## config.mk

```make
export PLATFORM = sky130hd
export DESIGN_NAME = mlp_layer_sequencer
export DESIGN_NICKNAME = d
export VERILOG_FILES = /design/src/rtl/mlp_layer_sequencer.sv
export SDC_FILE = /design/constraint.sdc
export NUM_CORES = 1
export LEC_CHECK = 0
export CELL_PAD_IN_SITES_DETAIL_PLACEMENT = 0
export CELL_PAD_IN_SITES_GLOBAL_PLACEMENT = 2
export CORE_AREA = 2 2 139 141
export CTS_CLUSTER_DIAMETER = 40
export DETAILED_ROUTE_END_ITERATION = 10
export DIE_AREA = 0 0 141 143
export MAX_ROUTING_LAYER = met4
export PLACE_DENSITY = 0.92
export RECOVER_POWER = 25
export SLEW_MARGIN = 20
export SYNTH_ARGS = -nofsm -noshare
export SYNTH_HDL_FRONTEND = slang
export SYNTH_SLANG_ARGS = --single-unit
```

## constraint.sdc

```tcl
create_clock -name clk -period 8.95 [get_ports clk]
set_input_delay 2.685 -clock clk [delete_from_list [all_inputs] [get_ports clk]]
set_output_delay 2.685 -clock clk [all_outputs]
set_load 0.03 [all_outputs]
```

## src/rtl/mlp_layer_sequencer.sv

```systemverilog
// mlp_layer_sequencer
//   Address/control sequencer for the MLP datapath. Walks every
//   (layer, output neuron, input weight) triple of a topology held in a
//   small runtime-programmable layer-size table, driving neuron-RAM read
//   and write addresses, the weight-ROM address and MAC control.
//
// Ports
//   clk, reset             clock, asynchronous active-low reset
//   cfg_we/cfg_layer/      table write (IDLE only)
//     cfg_count
//   cfg_num_we/cfg_num     layer-count write (IDLE only)
//   start, abort           run request / synchronous abort
//   mem_ready              0 stalls the walk (counters hold, no MAC beat)
//   busy, done, cfg_err    status: running, run finished, start rejected
//   input_neuron_addr      {layer, weight_idx}
//   output_neuron_addr     {layer+1, neuron_idx}
//   weight_addr            {layer, neuron_idx, weight_idx}
//   mac_en, mac_first      accumulate strobe, first beat of a neuron
//   write_neuron           store accumulator at output_neuron_addr
//   last_layer             current output layer is the final one
module mlp_layer_sequencer #(
    parameter int                 MAX_LAYERS     = 8,
    parameter int                 LAYER_W        = 3,
    parameter int                 IDX_W          = 8,
    parameter logic [4*IDX_W-1:0] DEF_TOPO       = {8'd4, 8'd2, 8'd2, 8'd1},
    parameter int                 DEF_NUM_LAYERS = 4
) (
    input  logic                       clk,
    input  logic                       reset,
    input  logic                       cfg_we,
    input  logic [LAYER_W-1:0]         cfg_layer,
    input  logic [IDX_W-1:0]           cfg_count,
    input  logic                       cfg_num_we,
    input  logic [LAYER_W:0]           cfg_num,
    input  logic                       start,
    input  logic                       abort,
    input  logic                       mem_ready,
    output logic                       busy,
    output logic                       done,
    output logic                       cfg_err,
    output logic [LAYER_W+IDX_W-1:0]   input_neuron_addr,
    output logic [LAYER_W+IDX_W-1:0]   output_neuron_addr,
    output logic [LAYER_W+2*IDX_W-1:0] weight_addr,
    output logic                       mac_en,
    output logic                       mac_first,
    output logic                       write_neuron,
    output logic                       last_layer
);

    localparam int NA_W = LAYER_W + IDX_W;
    localparam int WA_W = LAYER_W + 2 * IDX_W;
    localparam logic [LAYER_W:0] MAX_L = (LAYER_W + 1)'(MAX_LAYERS);
    localparam logic [LAYER_W:0] TWO_L = (LAYER_W + 1)'(2);

    typedef enum logic [1:0] {
        S_IDLE,
        S_RUN,
        S_DRAIN,
        S_DONE
    } state_t;

    // Reset contents of table entry i: entry 0 sits in the top slice of DEF_TOPO.
    function automatic logic [IDX_W-1:0] def_entry(input int i);
        if (i < 4) return DEF_TOPO[(3 - i) * IDX_W +: IDX_W];
        return '0;
    endfunction

    state_t               state_q, state_d;
    logic [LAYER_W-1:0]   lay_q, lay_d;
    logic [IDX_W-1:0]     nrn_q, nrn_d;
    logic [IDX_W-1:0]     wgt_q, wgt_d;
    logic [IDX_W-1:0]     tbl_q [MAX_LAYERS];
    logic [IDX_W-1:0]     tbl_d [MAX_LAYERS];
    logic [LAYER_W:0]     num_q, num_d;
    logic                 wr_pend_q, wr_pend_d;
    logic [NA_W-1:0]      pend_addr_q, pend_addr_d;
    logic                 busy_q, busy_d;
    logic                 done_q, done_d;
    logic                 cfg_err_q, cfg_err_d;
    logic [NA_W-1:0]      in_addr_q, in_addr_d;
    logic [NA_W-1:0]      out_addr_q, out_addr_d;
    logic [WA_W-1:0]      w_addr_q, w_addr_d;
    logic                 mac_en_q, mac_en_d;
    logic                 mac_first_q, mac_first_d;
    logic                 write_neuron_q, write_neuron_d;
    logic                 last_layer_q, last_layer_d;

    // Walk helpers for the current (L, N, W).
    logic [LAYER_W-1:0] lay_p1;
    logic [LAYER_W:0]   lay_p2;
    logic [IDX_W-1:0]   in_cnt, out_cnt;
    logic               is_last_lay, last_w, last_n, cfg_ok;

    always_comb begin
        lay_p1      = lay_q + 1'b1;
        lay_p2      = {1'b0, lay_q} + TWO_L;
        in_cnt      = tbl_q[lay_q];
        out_cnt     = tbl_q[lay_p1];
        is_last_lay = (lay_p2 == num_q);
        last_w      = (wgt_q == in_cnt - IDX_W'(1));
        last_n      = (nrn_q == out_cnt - IDX_W'(1));
    end

    // Start is accepted only for a topology the walk can terminate on.
    always_comb begin
        cfg_ok = (num_q >= TWO_L) && (num_q <= MAX_L);
        for (int i = 0; i < MAX_LAYERS; i++) begin
            if ((i < int'(num_q)) && (tbl_q[i] == '0)) cfg_ok = 1'b0;
        end
    end

    always_comb begin
        state_d        = state_q;
        lay_d          = lay_q;
        nrn_d          = nrn_q;
        wgt_d          = wgt_q;
        tbl_d          = tbl_q;
        num_d          = num_q;
        wr_pend_d      = 1'b0;
        pend_addr_d    = pend_addr_q;
        write_neuron_d = wr_pend_q;   // write follows the last beat regardless of mem_ready
        done_d         = 1'b0;
        cfg_err_d      = 1'b0;
        mac_en_d       = 1'b0;
        mac_first_d    = 1'b0;
        in_addr_d      = in_addr_q;
        out_addr_d     = out_addr_q;
        w_addr_d       = w_addr_q;
        last_layer_d   = last_layer_q;

        case (state_q)
            S_IDLE: begin
                if (cfg_we && (int'(cfg_layer) < MAX_LAYERS)) tbl_d[cfg_layer] = cfg_count;
                if (cfg_num_we) num_d = cfg_num;
                if (start && !abort) begin
                    if (cfg_ok) begin
                        state_d = S_RUN;
                        lay_d   = '0;
                        nrn_d   = '0;
                        wgt_d   = '0;
                    end else begin
                        cfg_err_d = 1'b1;
                    end
                end
            end
            S_RUN: begin
                if (abort) begin
                    state_d        = S_IDLE;
                    write_neuron_d = 1'b0;
                end else if (mem_ready) begin
                    mac_en_d     = 1'b1;
                    mac_first_d  = (wgt_q == '0);
                    in_addr_d    = {lay_q, wgt_q};
                    w_addr_d     = {lay_q, nrn_q, wgt_q};
                    last_layer_d = is_last_lay;
                    if (!last_w) begin
                        wgt_d = wgt_q + 1'b1;
                    end else begin
                        wgt_d       = '0;
                        wr_pend_d   = 1'b1;
                        pend_addr_d = {lay_p1, nrn_q};
                        out_addr_d  = {lay_p1, nrn_q};
                        if (!last_n) begin
                            nrn_d = nrn_q + 1'b1;
                        end else if (!is_last_lay) begin
                            nrn_d = '0;
                            lay_d = lay_p1;
                        end else begin
                            state_d = S_DRAIN;
                        end
                    end
                end
            end
            S_DRAIN: begin
                if (abort) begin
                    state_d        = S_IDLE;
                    write_neuron_d = 1'b0;
                end else begin
                    state_d = S_DONE;
                end
            end
            S_DONE: begin
                state_d = S_IDLE;
                done_d  = 1'b1;
            end
            default: state_d = S_IDLE;
        endcase

        // A write issuing now owns output_neuron_addr; with single-weight
        // neurons the next last beat lands on this same edge and must wait.
        if (write_neuron_d) out_addr_d = pend_addr_q;

        busy_d = (state_d != S_IDLE);
    end

    always_ff @(posedge clk or negedge reset) begin
        if (!reset) begin
            state_q        <= S_IDLE;
            lay_q          <= '0;
            nrn_q          <= '0;
            wgt_q          <= '0;
            for (int i = 0; i < MAX_LAYERS; i++) tbl_q[i] <= def_entry(i);
            num_q          <= (LAYER_W + 1)'(DEF_NUM_LAYERS);
            wr_pend_q      <= 1'b0;
            pend_addr_q    <= '0;
            busy_q         <= 1'b0;
            done_q         <= 1'b0;
            cfg_err_q      <= 1'b0;
            in_addr_q      <= '0;
            out_addr_q     <= '0;
            w_addr_q       <= '0;
            mac_en_q       <= 1'b0;
            mac_first_q    <= 1'b0;
            write_neuron_q <= 1'b0;
            last_layer_q   <= 1'b0;
        end else begin
            state_q        <= state_d;
            lay_q          <= lay_d;
            nrn_q          <= nrn_d;
            wgt_q          <= wgt_d;
            tbl_q          <= tbl_d;
            num_q          <= num_d;
            wr_pend_q      <= wr_pend_d;
            pend_addr_q    <= pend_addr_d;
            busy_q         <= busy_d;
            done_q         <= done_d;
            cfg_err_q      <= cfg_err_d;
            in_addr_q      <= in_addr_d;
            out_addr_q     <= out_addr_d;
            w_addr_q       <= w_addr_d;
            mac_en_q       <= mac_en_d;
            mac_first_q    <= mac_first_d;
            write_neuron_q <= write_neuron_d;
            last_layer_q   <= last_layer_d;
        end
    end

    assign busy               = busy_q;
    assign done               = done_q;
    assign cfg_err            = cfg_err_q;
    assign input_neuron_addr  = in_addr_q;
    assign output_neuron_addr = out_addr_q;
    assign weight_addr        = w_addr_q;
    assign mac_en             = mac_en_q;
    assign mac_first          = mac_first_q;
    assign write_neuron       = write_neuron_q;
    assign last_layer         = last_layer_q;

endmodule

```

-- Word-level counts from Yosys, hierarchy flattened
Index checks and enable logic that the tools add are counted.
- reductions and logical operators: 36
- equal/unequal tests: 15
- bitwise logic cells: 4
- multiplexer cells: 67
- add/sub/neg operators: 6
- order comparisons: 14
- operators by type and width (kind ; count):
    8-bit two-way mux ; 15
    8-bit logical NOT ; 9
    64-bit bitwise mux ; 1
    11-bit two-way mux ; 5
    8-bit binary-select mux with 3-bit select ; 2
    8-bit case mux with 2 select lines ; 2
    8-bit demux with 3-bit select ; 1
    1-bit two-way mux ; 24
    3-bit two-way mux ; 7
    8-bit by 1-bit adder with 8-bit output, second input constant ; 2
    8-bit equality test ; 2
    3-bit by 4-bit < comparator with 1-bit output, first input constant ; 4
    2-bit two-way mux ; 8
    8-bit by 1-bit subtractor with 8-bit output, second input constant ; 2
    2-bit != test, second input constant ; 7
    4-bit >= comparator, second input constant ; 3
    3-bit inverter with 4-bit output ; 3
    1-bit logical AND ; 11
    2-bit nonzero test ; 5
    1-bit by 4-bit < comparator with 1-bit output, first input constant ; 2
    2-bit by 4-bit < comparator with 1-bit output, first input constant ; 2
    2-bit case mux with 4 select lines ; 1
    4-bit AND reduction ; 2
    8-bit AND reduction ; 1
    19 further kinds ; 21
- input bits: 22
- output and inout port bits: 48
- logic and storage cells: 167
- flip-flop bits (word level): 149

-- Logic depth before layout (Yosys ltp)
- word-level depth: 14
- depth in mapped cells: 16
- mapped depth without buffers: 14

-- Worst setup path before layout
No wires, ideal clock.
- path kind: in2reg
- start: in abort
- end: reg wgt_q[4]
- cell stages on the path: 9
- data arrival time: 4019 ps
- setup time: 119 ps
- path slack: 4812 ps
- required time: 8831 ps
- cell sequence: nor2_1 nand2_1 o21ai_0 and2_1 clkbuf_1 and2_1 nand3_1 xnor2_1 and2_1
- longest elaborated chain between the ends: 4
- elaborated cells on any way between the ends: 5
- ends and longest elaborated chain (item ; RTL line ; RTL):
    start, declared ; 36 ; input logic abort,
    1-bit logical NOT ; 135 ; if (start && !abort) begin
    1-bit logical AND ; 135 ;
    2-bit != test (no line) ; -- ;
    5-bit AND reduction (no line) * ; -- ;
    end signal, assigned ; 220 ; wgt_q <= wgt_d;
    end, declared ; 71 ; logic [IDX_W-1:0] wgt_q, wgt_d;
Every way passes the cells marked *; elsewhere a longest branch is shown, timed or not.
A chain may end at the register's enable or synchronous reset.

==> impl_metrics.xml <==
<?xml version="1.0" encoding="UTF-8"?>
<metrics>
  <group name="outcome">
    <metric name="run_status" unit="">finished with violations</metric>
    <metric name="violations" unit="">capacitance limit, slew limit</metric>
  </group>
  <group name="die">
    <metric name="core_box_area" unit="µm²">18600</metric>
    <metric name="row_count" unit="">50</metric>
    <metric name="floorplan.die.height" unit="µm">143</metric>
    <metric name="start_util" unit="%">42.6</metric>
    <metric name="design.die.area" unit="µm²">20200</metric>
    <metric name="top_level_ports" unit="">70</metric>
    <metric name="die_w" unit="µm">141</metric>
  </group>
  <group name="power">
    <metric name="irDropWorstVdd" unit="V">0.000205</metric>
    <metric name="power_density" unit="nW/µm²">389</metric>
    <metric name="leakagePower" unit="nW">3.70</metric>
  </group>
  <group name="synth">
    <metric name="synth_enable_flop_cells" unit="">0</metric>
    <metric name="postSynth.asyncResetShare" unit="%">100</metric>
    <metric name="synth.cell_area" unit="µm²">7920</metric>
    <metric name="net_count_after_synthesis" unit="">705</metric>
    <metric name="sequential_fraction_of_the_synthesis_area" unit="%">43.7</metric>
    <metric name="postSynth.topFlopCell" unit="">sky130_fd_sc_hd__dfrtp_1</metric>
    <metric name="yosys-top-cells-area" unit="">sky130_fd_sc_hd__dfrtp_1 42%, sky130_fd_sc_hd__mux2_2 12%, sky130_fd_sc_hd__mux4_2 8.0%, sky130_fd_sc_hd__mux2i_1 3.9%, sky130_fd_sc_hd__xnor2_1 2.3%</metric>
    <metric name="netlist_instances" unit="">672</metric>
    <metric name="synth_top_area_cell" unit="">sky130_fd_sc_hd__dfrtp_1</metric>
    <metric name="yosys.cell_types.count" unit="">74</metric>
    <metric name="synth-warning-count" unit="">0</metric>
    <metric name="synth.avg_cell_area" unit="µm²">11.8</metric>
    <metric name="synth_seq_cells" unit="">138</metric>
    <metric name="yosysTopAreaCellShare" unit="%">42.0</metric>
  </group>
  <group name="route">
    <metric name="via_count_of_the_routed_design" unit="">5682</metric>
    <metric name="routed_wl" unit="mm">20.1</metric>
    <metric name="route.layer.met1.wl" unit="mm">9.20</metric>
    <metric name="antenna_violating_nets_post_route" unit="">0</metric>
    <metric name="drt_initial_violations" unit="">456</metric>
    <metric name="remaining_drc_errors" unit="">0</metric>
    <metric name="drt_pass1_iterations" unit="">5</metric>
    <metric name="routed_wire_length_per_instance" unit="µm">20.7</metric>
    <metric name="drt-vias-per-instance" unit="">5.85</metric>
    <metric name="wl_met2" unit="mm">9.53</metric>
    <metric name="met3_length" unit="µm">988</metric>
    <metric name="highest_layer" unit="">met4</metric>
  </group>
  <group name="critical_path">
    <metric name="worst_setup_path_startpoint" unit="">reset</metric>
    <metric name="gate_family_responsible_for_the_most_delay_along_the_worst_path" unit="">buffers and inverters</metric>
    <metric name="cp.buffers_inverters" unit="">2</metric>
    <metric name="ff2ff_setup_slack" unit="ns">4.00</metric>
    <metric name="timing_worst_setup_path_type" unit="">in -&gt; async</metric>
    <metric name="cp-start-kind" unit="">input port</metric>
    <metric name="worstSetupPathDepth" unit="">2</metric>
    <metric name="worstPathCellList" unit="">clkbuf_1, buf_4</metric>
    <metric name="cp-end-kind" unit="">asynchronous set/reset pin</metric>
    <metric name="critPathMaxStageDelay" unit="ns">2.67</metric>
    <metric name="cp_slowest_cell" unit="">sky130_fd_sc_hd__clkbuf_1</metric>
    <metric name="worstSetupEndpoint" unit="">lay_q[0]$_DFFE_PN0P_</metric>
    <metric name="critPathMaxFanout" unit="">71</metric>
    <metric name="worstPathRequired" unit="ns">9.33</metric>
    <metric name="regToRegStartpoint" unit="">lay_q[0]$_DFFE_PN0P_</metric>
    <metric name="timing.reg2reg.worst_path_depth" unit="">12</metric>
    <metric name="worstReg2RegEnd" unit="">lay_q[1]$_DFFE_PN0P_</metric>
    <metric name="crit_arrival" unit="ns">6.43</metric>
  </group>
  <group name="grt">
    <metric name="grt_start_max_net_pins" unit="">72</metric>
    <metric name="grt_pass1_vias" unit="">5590</metric>
    <metric name="grt-ovfl-total" unit="">0</metric>
    <metric name="grt_first_pass_wirelength" unit="mm">32.4</metric>
    <metric name="antenna_found_initial" unit="">0</metric>
    <metric name="grtUsageTotal" unit="%">21.6</metric>
  </group>
  <group name="placed_design">
    <metric name="gp_routability_congestion" unit="">0.908</metric>
    <metric name="place_hpwl" unit="mm">14.6</metric>
    <metric name="post_dp_cell_area" unit="µm²">8690</metric>
    <metric name="io_buffer_count" unit="">69</metric>
  </group>
  <group name="cts">
    <metric name="post_cts.repair.setup_buffers" unit="">0</metric>
    <metric name="worst_setup_hold_path_clk_slew" unit="ns">0.06</metric>
    <metric name="cts_root_buf" unit="">sky130_fd_sc_hd__clkbuf_16</metric>
    <metric name="cts_inserted_buffers" unit="">17</metric>
    <metric name="cts_tree" unit="">done</metric>
    <metric name="holdBufCountCts" unit="">0</metric>
    <metric name="cts_sinks" unit="">138</metric>
    <metric name="clk_latency" unit="ns">0.43</metric>
    <metric name="ctsLongestPathBuffers" unit="">2</metric>
    <metric name="clock_tree.htree_level_count" unit="">4</metric>
    <metric name="cts_repair_resize_count" unit="">0</metric>
  </group>
  <group name="timing">
    <metric name="period_share" unit="%">67.6</metric>
    <metric name="final_report_setup_violation_count" unit="">0</metric>
    <metric name="finalHoldViolCount" unit="">0</metric>
    <metric name="slew_at_the_pin_closest_to_its_max_slew_limit" unit="ns">3.87</metric>
    <metric name="relSlewSlack" unit="%">-158</metric>
    <metric name="unrepaired_setup_endpoints_after_global_routing" unit="">no</metric>
    <metric name="maxClockFrequency" unit="GHz">0.165</metric>
    <metric name="final.setup_skew" unit="ns">0.0128</metric>
    <metric name="final_max_slew_viol_count" unit="">72</metric>
    <metric name="final.setup.tns" unit="ns">0</metric>
    <metric name="finalCriticalPeriod" unit="ns">6.05</metric>
  </group>
  <group name="flow_run">
    <metric name="maxCapViolations" unit="">1</metric>
  </group>
  <group name="finish">
    <metric name="final_layout_size_suffix_gt1_share" unit="%">24.0</metric>
    <metric name="num_antenna_cells" unit="">0</metric>
    <metric name="area_growth_syn_to_layout" unit="%">17.0</metric>
    <metric name="layout.nets" unit="">757</metric>
    <metric name="post_layout_inst_area" unit="µm²">9260</metric>
  </group>
  <group name="hold_path">
    <metric name="min_path_type" unit="">reg -&gt; reg</metric>
    <metric name="holdPathStages" unit="">2</metric>
  </group>
</metrics>
worst min-delay path by stage:
stage / startpoint / end / slack [ns]
after floorplan: pend_addr_q[0]$_DFFE_PN0P_ / output_neuron_addr[0]$_DFFE_PN0P_ / 0.45
after global placement: pend_addr_q[4]$_DFFE_PN0P_ / output_neuron_addr[4]$_DFFE_PN0P_ / 0.46
after detailed placement: pend_addr_q[1]$_DFFE_PN0P_ / output_neuron_addr[1]$_DFFE_PN0P_ / 0.47
after CTS: pend_addr_q[1]$_DFFE_PN0P_ / output_neuron_addr[1]$_DFFE_PN0P_ / 0.48
after global routing: pend_addr_q[0]$_DFFE_PN0P_ / pend_addr_q[0]$_DFFE_PN0P_ / 0.50
final: pend_addr_q[1]$_DFFE_PN0P_ / output_neuron_addr[1]$_DFFE_PN0P_ / 0.48
cell usage after synthesis (2+ instances only):
library cell and number:
sky130_fd_sc_hd__a2111oi_0 4, sky130_fd_sc_hd__a2111oi_4 2, sky130_fd_sc_hd__a21oi_1 8, sky130_fd_sc_hd__a31oi_1 4, sky130_fd_sc_hd__a32oi_1 2, sky130_fd_sc_hd__and2_1 6, sky130_fd_sc_hd__and3_1 7, sky130_fd_sc_hd__and4_1 2
sky130_fd_sc_hd__buf_1 2, sky130_fd_sc_hd__buf_2 4, sky130_fd_sc_hd__buf_4 13, sky130_fd_sc_hd__buf_6 6, sky130_fd_sc_hd__clkbuf_1 17, sky130_fd_sc_hd__dfrtp_1 133, sky130_fd_sc_hd__dfstp_2 5, sky130_fd_sc_hd__ha_1 11
sky130_fd_sc_hd__inv_1 13, sky130_fd_sc_hd__mux2_1 9, sky130_fd_sc_hd__mux2_2 85, sky130_fd_sc_hd__mux2i_1 31, sky130_fd_sc_hd__mux2i_4 3, sky130_fd_sc_hd__mux4_2 28, sky130_fd_sc_hd__nand2_1 42, sky130_fd_sc_hd__nand2b_1 8
sky130_fd_sc_hd__nand3_1 22, sky130_fd_sc_hd__nand3b_1 4, sky130_fd_sc_hd__nand4_1 9, sky130_fd_sc_hd__nor2_1 46, sky130_fd_sc_hd__nor2b_1 4, sky130_fd_sc_hd__nor3_1 11, sky130_fd_sc_hd__nor3_2 2, sky130_fd_sc_hd__nor3b_1 7
sky130_fd_sc_hd__nor4_1 11, sky130_fd_sc_hd__nor4b_1 2, sky130_fd_sc_hd__o21ai_0 18, sky130_fd_sc_hd__o21ai_1 13, sky130_fd_sc_hd__o22ai_1 5, sky130_fd_sc_hd__o2bb2ai_1 3, sky130_fd_sc_hd__o311a_1 2, sky130_fd_sc_hd__o31ai_1 2
sky130_fd_sc_hd__or3_1 6, sky130_fd_sc_hd__or4_1 2, sky130_fd_sc_hd__xnor2_1 21, sky130_fd_sc_hd__xor2_1 7
logic make-up (layout without fill, tap and decap cells):
group           Yosys count  count (layout)  share of synthesized area (%)
fa+ha+maj                11              11                           1.74
xor+xnor                 30              30                           3.51
mux                     157             157                           26.3
simple gates            197             197                           12.9
buf+inv                  58             123                           4.01
flops                   138             138                           43.7
compound gates           81              81                           7.83
routing by layer:
metal	vias to the layer above	track usage, %
met5	-	-
met4	0	6.21
met3	32	4.86
met2	188	33.0
met1	2878	29.1
li1	2584	-
area by class of cell:
| type | instances | area (µm²) |
|---|---|---|
| Clock buffer | 22 | 464 |
| Inverter | 15 | 56.3 |
| Timing Repair Buffer | 76 | 733 |
| Clock inverter | 10 | 118 |
| Multi-Input combinational cell | 476 | 4140 |
| Tap cell | 234 | 293 |
| Fill cell | 1629 | 9320 |
| Sequential cell | 138 | 3460 |
power breakdown:
| part | switching [mW] | total, mW | internal (mW) |
|---|---|---|---|
| Combinational | 0.968 | 1.79 | 0.819 |
| Sequential | 0.269 | 1.12 | 0.850 |
| Clock | 0.267 | 0.693 | 0.425 |
| Total | 1.50 | 3.60 | 2.09 |
per-stage QoR:
| stage | util [%] | instances | hold WS [ns] | setup WS, ns | total power [mW] |
|---|---|---|---|---|---|
| 6_report | 49.9 | 971 | 0.481 | 2.90 | 3.60 |
| 5_1_grt | 49.9 | 971 | 0.504 | 2.10 | 3.82 |
| 4_1_cts | 49.9 | 971 | 0.482 | 3.79 | 3.61 |
| 3_5_place_dp | 46.8 | 939 | 0.467 | 3.36 | 2.91 |
| 3_3_place_gp | 46.8 | 939 | 0.459 | 3.48 | 2.85 |
| 2_1_floorplan | - | 672 | 0.448 | 4.81 | 2.42 |
registers in the layout (all words and copies together) (netlist names), 2 cells and up:
signal	cells
pend_addr_q	11
num_q	4
nrn_q	8
lay_q	3
output_neuron_addr	11
wgt_q	8
tbl_q	64
state_q	2
input_neuron_addr	11
weight_addr	8
layout by cell type, fill, tap and decap left out, types with 18 or more instances in the layout:
cell / n
sky130_fd_sc_hd__mux2_2: 85
sky130_fd_sc_hd__nand2_1: 42
sky130_fd_sc_hd__dfrtp_1: 132
sky130_fd_sc_hd__mux4_2: 28
sky130_fd_sc_hd__clkdlybuf4s50_1: 66
sky130_fd_sc_hd__nand3_1: 22
sky130_fd_sc_hd__o21ai_0: 18
sky130_fd_sc_hd__mux2i_1: 31
sky130_fd_sc_hd__nor2_1: 46
sky130_fd_sc_hd__xnor2_1: 21
(Power assumes the default switching activity.)
